`config.mk`:
```
export PLATFORM = sky130hd
export DESIGN_NAME = regfile_sb_flat
export DESIGN_NICKNAME = d
export VERILOG_FILES = /design/src/rtl/regfile_pkg.sv /design/src/rtl/regfile_sb_if.sv /design/src/rtl/rf_scoreboard.sv /design/src/rtl/regfile_sb.sv /design/src/flat_wrapper.sv
export SDC_FILE = /design/constraint.sdc
export NUM_CORES = 2
export LEC_CHECK = 0
export BUFFER_PORTS_ARGS = -buffer_cell sky130_fd_sc_hd__buf_2
export CAP_MARGIN = 10
export CORE_AREA = 4 4 439 441
export CTS_CLUSTER_SIZE = 16
export DETAILED_ROUTE_END_ITERATION = 12
export DIE_AREA = 0 0 443 445
export PLACE_DENSITY = 0.51
export SYNTH_ARGS = -nofsm -noshare
export SYNTH_HDL_FRONTEND = slang
export SYNTH_HIERARCHICAL = 1
export SYNTH_SLANG_ARGS = --single-unit
```
`constraint.sdc`:
```
create_clock -name clk -period 72.3 [get_ports clk]
set_input_delay 14.46 -clock clk [delete_from_list [all_inputs] [get_ports clk]]
set_output_delay 14.46 -clock clk [all_outputs]
set_load 0.1 [all_outputs]
```
`src/rtl/regfile_pkg.sv`:
```
// Shared defaults and index type for the parametrised register file with scoreboard.
package regfile_pkg;
  localparam int XLEN_DEFAULT  = 32;
  localparam int NREGS_DEFAULT = 32;
  localparam int AW_DEFAULT    = $clog2(NREGS_DEFAULT);

  localparam int REG_ZERO = 0;
  localparam int REG_SP   = 2;
  localparam logic [31:0] SP_INIT_DEFAULT = 32'h1fff;

  typedef logic [AW_DEFAULT-1:0] reg_idx_t;
endpackage

```
`src/rtl/regfile_sb_if.sv`:
```
// Decode/writeback bundle of the register file: read ports, write port, issue and clear.
interface regfile_sb_if
  import regfile_pkg::*;
#(
  parameter int XLEN = XLEN_DEFAULT,
  parameter int NRD  = 2,
  parameter int AW   = AW_DEFAULT
);
  logic [NRD*AW-1:0]   raddr;
  logic [NRD*XLEN-1:0] rdata;
  logic [NRD-1:0]      rbusy;
  logic                stall;
  logic                we;
  logic [AW-1:0]       waddr;
  logic [XLEN-1:0]     wdata;
  logic                iss_valid;
  logic [AW-1:0]       iss_rd;
  logic                wb_clr;
  logic [AW-1:0]       wb_rd;

  modport master (
    output raddr, we, waddr, wdata, iss_valid, iss_rd, wb_clr, wb_rd,
    input  rdata, rbusy, stall
  );

  modport slave (
    input  raddr, we, waddr, wdata, iss_valid, iss_rd, wb_clr, wb_rd,
    output rdata, rbusy, stall
  );
endinterface

```
`src/rtl/rf_scoreboard.sv`:
```
// Pending-write busy bits: set on long-latency issue, cleared on writeback, looked up per read port.
module rf_scoreboard
  import regfile_pkg::*;
#(
  parameter int NREGS = NREGS_DEFAULT,
  parameter int NRD   = 2,
  localparam int AW   = $clog2(NREGS)
) (
  input  logic              clk,
  input  logic              reset,
  input  logic              iss_valid,
  input  logic [AW-1:0]     iss_rd,
  input  logic              wb_clr,
  input  logic [AW-1:0]     wb_rd,
  input  logic [NRD*AW-1:0] raddr,
  output logic [NRD-1:0]    rbusy
);
  logic [NREGS-1:0] busy_q;
  logic [NREGS-1:0] busy_d;

  // Clear first so a same-register issue overrides it: the new producer supersedes the old one.
  always_comb begin
    busy_d = busy_q;
    if (wb_clr) busy_d[wb_rd] = 1'b0;
    if (iss_valid && iss_rd != '0) busy_d[iss_rd] = 1'b1;
    busy_d[0] = 1'b0;
  end

  always_ff @(posedge clk or posedge reset) begin
    if (reset) busy_q <= '0;
    else       busy_q <= busy_d;
  end

  for (genvar i = 0; i < NRD; i++) begin : g_look
    assign rbusy[i] = busy_q[raddr[i*AW +: AW]];
  end
endmodule

```
`src/rtl/regfile_sb.sv`:
```
// Multi-read, single-write register file with RAW scoreboard; x0 hardwired to zero.
// Optional write-first bypass of data and busy under macro REGFILE_SB_BYPASS_EN.
module regfile_sb
  import regfile_pkg::*;
#(
  parameter int          XLEN    = XLEN_DEFAULT,
  parameter int          NREGS   = NREGS_DEFAULT,
  parameter int          NRD     = 2,
  parameter int          SP_IDX  = REG_SP,
  parameter logic [31:0] SP_INIT = SP_INIT_DEFAULT,
  localparam int         AW      = $clog2(NREGS)
) (
  input logic         clk,
  input logic         reset,
  regfile_sb_if.slave bus
);
  logic [XLEN-1:0]     regs [NREGS];
  logic [NRD*XLEN-1:0] rdata_c;
  logic [NRD-1:0]      rbusy_q;
  logic [NRD-1:0]      rbusy_c;

  always_ff @(posedge clk or posedge reset) begin
    if (reset) begin
      for (int r = 0; r < NREGS; r++) regs[r] <= (r == SP_IDX) ? XLEN'(SP_INIT) : '0;
    end else if (bus.we && bus.waddr != '0) begin
      regs[bus.waddr] <= bus.wdata;
    end
  end

  rf_scoreboard #(
    .NREGS (NREGS),
    .NRD   (NRD)
  ) u_sb (
    .clk       (clk),
    .reset     (reset),
    .iss_valid (bus.iss_valid),
    .iss_rd    (bus.iss_rd),
    .wb_clr    (bus.wb_clr),
    .wb_rd     (bus.wb_rd),
    .raddr     (bus.raddr),
    .rbusy     (rbusy_q)
  );

  for (genvar i = 0; i < NRD; i++) begin : g_rd
    logic [AW-1:0] ra;
    logic          hit_w;
    assign ra = bus.raddr[i*AW +: AW];
`ifdef REGFILE_SB_BYPASS_EN
    assign hit_w = !reset && bus.we && (bus.waddr == ra) && (ra != '0);
`else
    assign hit_w = 1'b0;
`endif
    assign rdata_c[i*XLEN +: XLEN] = (ra == '0) ? '0 : (hit_w ? bus.wdata : regs[ra]);
    // A forwarded writeback retires the hazard early unless a new producer claims the register.
    assign rbusy_c[i] = rbusy_q[i] &&
                        !(hit_w && bus.wb_clr && (bus.wb_rd == ra) &&
                          !(bus.iss_valid && bus.iss_rd == ra));
  end

  assign bus.rdata = rdata_c;
  assign bus.rbusy = rbusy_c;
  assign bus.stall = |rbusy_c;
endmodule
```
`src/flat_wrapper.sv`:
```
// flat-port wrapper written by rule: the top's interface ports become plain ports
module regfile_sb_flat import regfile_pkg::*;
#(
  parameter int          XLEN    = XLEN_DEFAULT,
  parameter int          NREGS   = NREGS_DEFAULT,
  parameter int          NRD     = 2,
  parameter int          SP_IDX  = REG_SP,
  parameter logic [31:0] SP_INIT = SP_INIT_DEFAULT,
  localparam int         AW      = $clog2(NREGS)
)
  (clk, reset, bus_raddr, bus_we, bus_waddr, bus_wdata, bus_iss_valid, bus_iss_rd, bus_wb_clr, bus_wb_rd, bus_rdata, bus_rbusy, bus_stall);
  regfile_sb_if #(.XLEN(XLEN), .NRD(NRD)) bus_i ();
  input logic clk;
  input logic reset;
  input wire logic [$bits(bus_i.raddr)-1:0] bus_raddr;
  input wire logic [$bits(bus_i.we)-1:0] bus_we;
  input wire logic [$bits(bus_i.waddr)-1:0] bus_waddr;
  input wire logic [$bits(bus_i.wdata)-1:0] bus_wdata;
  input wire logic [$bits(bus_i.iss_valid)-1:0] bus_iss_valid;
  input wire logic [$bits(bus_i.iss_rd)-1:0] bus_iss_rd;
  input wire logic [$bits(bus_i.wb_clr)-1:0] bus_wb_clr;
  input wire logic [$bits(bus_i.wb_rd)-1:0] bus_wb_rd;
  output wire logic [$bits(bus_i.rdata)-1:0] bus_rdata;
  output wire logic [$bits(bus_i.rbusy)-1:0] bus_rbusy;
  output wire logic [$bits(bus_i.stall)-1:0] bus_stall;
  assign bus_i.raddr = bus_raddr;
  assign bus_i.we = bus_we;
  assign bus_i.waddr = bus_waddr;
  assign bus_i.wdata = bus_wdata;
  assign bus_i.iss_valid = bus_iss_valid;
  assign bus_i.iss_rd = bus_iss_rd;
  assign bus_i.wb_clr = bus_wb_clr;
  assign bus_i.wb_rd = bus_wb_rd;
  assign bus_rdata = bus_i.rdata;
  assign bus_rbusy = bus_i.rbusy;
  assign bus_stall = bus_i.stall;
  regfile_sb #(.XLEN(XLEN), .NREGS(NREGS), .NRD(NRD), .SP_IDX(SP_IDX), .SP_INIT(SP_INIT)) u_core (.clk(clk), .reset(reset), .bus(bus_i));
endmodule
```
* Word-level counts from Yosys, hierarchy flattened
Index checks and enable logic that the tools add are counted.
Word-level totals: register bits after elaboration 1055, logic and storage cells 80, output and inout bits 67, input port bits 62
Operators by class: reduce and logical (&&, ||, !) cells 10, multiplexer cells 21, $lt $le $gt $ge 10, bitwise gates (word level) 6
Operators by type and width (count):
- $bwmux 1024 | 1
- $bmux 32 s5 | 2
- $mux 32 | 9
- $demux 32 s5 | 1
- $and 32x32->32 | 1
- $not 32->32 | 1
- $or 32x32->32 | 1
- $lt 5x6->1 const B | 4
- $ge 6x6->1 const B | 3
- $not 5->6 | 3
- $bmux 1 s5 | 2
- $demux 1 s5 | 2
- $ge 5x1->1 const B | 2
- $logic_not 5->1 | 2
- $reduce_bool 5->1 | 2
- $lt 6x1->1 const B | 1
- $logic_and 1x1->1 | 5
- $mux 1 | 4
- $reduce_or 2->1 | 1

* Longest topological paths before layout
depth in word-level cells 9, gate-level depth with buffers 9, gate-level depth less buffers 5

* Cells and area by module
The synthesis kept the hierarchy.
Modules (own cells, without submodules):
- regfile_sb | area each 54517.3 µm², cells an instance 3673, instances 1
- rf_scoreboard | area each 1848.0 µm², cells an instance 194, instances 1

* Worst setup path after synthesis
OpenSTA, ideal clock, no wires.
path type input-to-output, start point in bus_raddr[1], end point out bus_rdata[22], slack 37.694 ns, arrival 20.146 ns, cell stages on the path 6, required time 57.840 ns, path through buf_2 > buf_2 > clkbuf_1 > buf_4 > a211oi_1 > a2111oi_0
Between the ends: cells in the longest elaborated chain, start to end 5, elaborated cells on any way between the ends 6, those cells by class mux: 4; bitwise: 1; reduce/logical: 1
RTL lines:
- start, declared | line flat_wrapper.sv:15 | input wire logic [$bits(bus_i.raddr)-1:0] bus_raddr;
- $not 5->6 (implied by the code) | line regfile_sb.sv:53 | assign rdata_c[i*XLEN +: XLEN] = (ra == '0) ? '0 : (hit_w ? bus.wdata : regs[ra]);
- $bmux 32 s5 | line regfile_sb.sv:53
- $mux 32 (implied by the code) (2 in series) | line regfile_sb.sv:53
- $mux 32 * | line regfile_sb.sv:53
- end, declared | line flat_wrapper.sv:23 | output wire logic [$bits(bus_i.rdata)-1:0] bus_rdata;
Every way passes the cells marked *; elsewhere a longest branch is shown, timed or not. The select of a mux whose other input is x is not followed.

* Worst setup path after layout
start point in bus_raddr[0], end point out bus_rdata[12]
Same word-level chain as after synthesis.

==> metrics <==
Clk Latency, worst-skew pair=0.74 ns; First DRT Iteration DRCs=2684; top_reg_cell synth=dfrtp_1; most frequent cells after synthesis=dfrtp_1, mux2_2, mux4_2, mux2i_1, clkbuf_1; clk slew on worst S/H paths=0.06 ns; peak supply drop=0.0000203 V; Reg2Reg Depth=1; Via density=5.66; largest net degree at the start of global routing=157; vias post-DR=36200; GPL Wtd Cong=0.784; post-synth top area share=46.3%; Tmin final=33.62 ns; total chip power=1.80 mW; Syn Std Cell Area=56400 sq um; worst hold path type=register to register; Place WS=38.56 ns; setup violators final=0; overall global routing resource usage=20.0%; Least-Margin Pin Slew=1.16 ns; CTS root buf=clkbuf_16; Worst path max stage delay=0.85 ns; startpoint types=primary input; crit-path most repeated cell=buf_4; top-count cell post-synth=dfrtp_1; Synth warnings=6; Clock Path Buffers=3; Fin Clk Skew=0 ns; RSZ-0062 raised after global routing=false; CTS tree=yes; synthesized area per cell=14.6 sq um; worst hold path depth=0; synth top area cells=dfrtp_1, mux2_2, mux4_2, mux2i_1, clkbuf_1; Mapped Cells=3867; CP Buf/Inv Count=5; Hold-fix buffers, CTS=0; vias in the first global route=37600; Power Dens Cells=28.6 nW/um^2; First-pass DRT Iterations=8; period utilization=46.5%; Distinct cells, synth=49; Die Span Y=445 microns; first-pass GRT wire length=288000 microns; logic depth of the worst path, buffers included=9; post-route cell area=63200 sq um; CTS buffer count=118; Cell Chain, Critical Path=buf_8 -> buf_4 -> buf_4 -> buf_4 -> mux4_2 -> a22o_1 -> a2111oi_0 -> a311oi_1 -> buf_2; DRT Wirelength=201000 microns; GRT Residual Overflow=0; H-Tree Depth=3; I/O pins=129; ys async rst share=100%; Slew headroom=20.7%; I/O Buffers=128; Critical Path AT=19.16 ns; full die area=197000 sq um; nets=3845; ANT nets after route=0; post-CTS sizing=0; number of enable flip-flop cells after synthesis=0; initial antenna violation count=22; Setup CP Type=primary input to primary output; setup ws final=38.68 ns; core box area=189000 sq um; row count=160; routed len/inst=31.4 microns; clock sinks=1055; Die Width=443 microns; layout cells sized above 1=49.7%; Initial Util=29.8%; DRC=0; sequential area share after synthesis=46.9%; HPWL Detailed=114000 microns; post-synthesis net count=3929; Post-Route Setup TNS=0 ns; critical path's top delay family=buffers and inverters; Fin. Hold Viols=0; Crit Path Max Fanout=49; Yosys top cell by area=dfrtp_1; P_leak=26.9 nW; CP Capture Type=primary output; Final Max Slew Viols=0; cell area after placement=59300 sq um; Max-cap violations=0; FF+latch count, synth=1055; Post-CTS Setup Inserts=0; critical path's slowest cell=buf_4; Area Overhead vs Synth=12.1%; fmax=29.7 MHz; outcome=finished clean; CP required=57.84 ns
-- registers in the layout (all words and copies together) (netlist names) --
| name | flops |
|---|---|
| u_core/regs | 1024 |
| u_core/u_sb/busy_q | 31 |
-- metal layers --
| layer | track usage, % | vias to the layer above | share of wire [%] |
|---|---|---|---|
| met5 | 0 | - | 0.040 |
| met4 | 7.11 | 12 | 3.6 |
| met3 | 3.33 | 329 | 5.3 |
| met2 | 32.7 | 1142 | 48 |
| met1 | 26.9 | 19900 | 43 |
| li1 | - | 14800 | - |
-- cell usage in the layout (no fill, tap or decap), types with 16 or more instances in the layout --
cell       synthesis  routed
nand3_1           21      21
o22ai_1           42      42
dfrtp_1         1042    1042
clkinv_2           0      24
nor2_4             0      18
clkbuf_16          0     120
mux4_2           410     410
o221ai_1          22      22
clkbuf_1         233      34
nor4_1            17      16
o21ai_0           64      64
a211oi_1          43      43
buf_4             30      96
nor2b_1           42      37
buf_2             90     122
a22o_1            45      45
mux2_2          1035    1035
and2_1            19      17
clkbuf_8           0      19
a21oi_1           49      49
nor3_1            37      37
mux2i_1          281     281
nand2_1           39      23
a22oi_1           77      77
-- worst paths after layout --
kind,from,slack [ns],end
worst max-delay path,bus_raddr[0],38.68,bus_rdata[12]
worst min-delay path,u_core/regs[1008]$_DFFE_PP0P_,0.40,u_core/regs[1008]$_DFFE_PP0P_
worst max register to register,u_core/regs[907]$_DFFE_PP0P_,71.49,u_core/regs[907]$_DFFE_PP0P_
worst min register to register,u_core/regs[1008]$_DFFE_PP0P_,0.40,u_core/regs[1008]$_DFFE_PP0P_
max in group asynchronous,reset,54.00,u_core/regs[13]$_DFFE_PP0P_
min in group asynchronous,reset,13.86,u_core/u_sb/busy_q[25]$_DFF_PP0_
-- cell families (layout without fill, tap and decap cells) --
family	Yosys count	after routing	share of synthesized area, %
and+or+nand+nor	251	251	2.45
muxes	1726	1726	42.0
DFF	1055	1055	46.9
other	0	10	0
AOI/OAI and AO/OA	400	400	5.07
buffers and inverters	435	447	3.56
-- through the flow --
step / utilization (%) / hold WS [ns] / cells
finish: 33.4 / 0.396 / 6400
global route: 33.4 / 0.408 / 6392
CTS: 33.4 / 0.397 / 6390
detailed placement: 31.3 / 0.384 / 6174
global placement: 31.3 / 0.382 / 6173
floorplan: - / 0.441 / 3867
-- area by class of cell --
type | count | area [sq um]
inverters | 5 | 26.3
multi-input cells | 2377 | 28200
fillers | 18400 | 126000
diodes | 10 | 25.0
clock inverters | 43 | 513
repair buffers | 226 | 1450
flip-flops and latches | 1055 | 26400
clock buffers | 173 | 3390
well taps | 2511 | 3140
-- report_power, final --
group | switching (mW) | internal (mW)
combinational | 0.193 | 0.204
sequential | 0.0879 | 0.705
clock | 0.256 | 0.359
No activity file was read; power rests on OpenSTA's default activity.
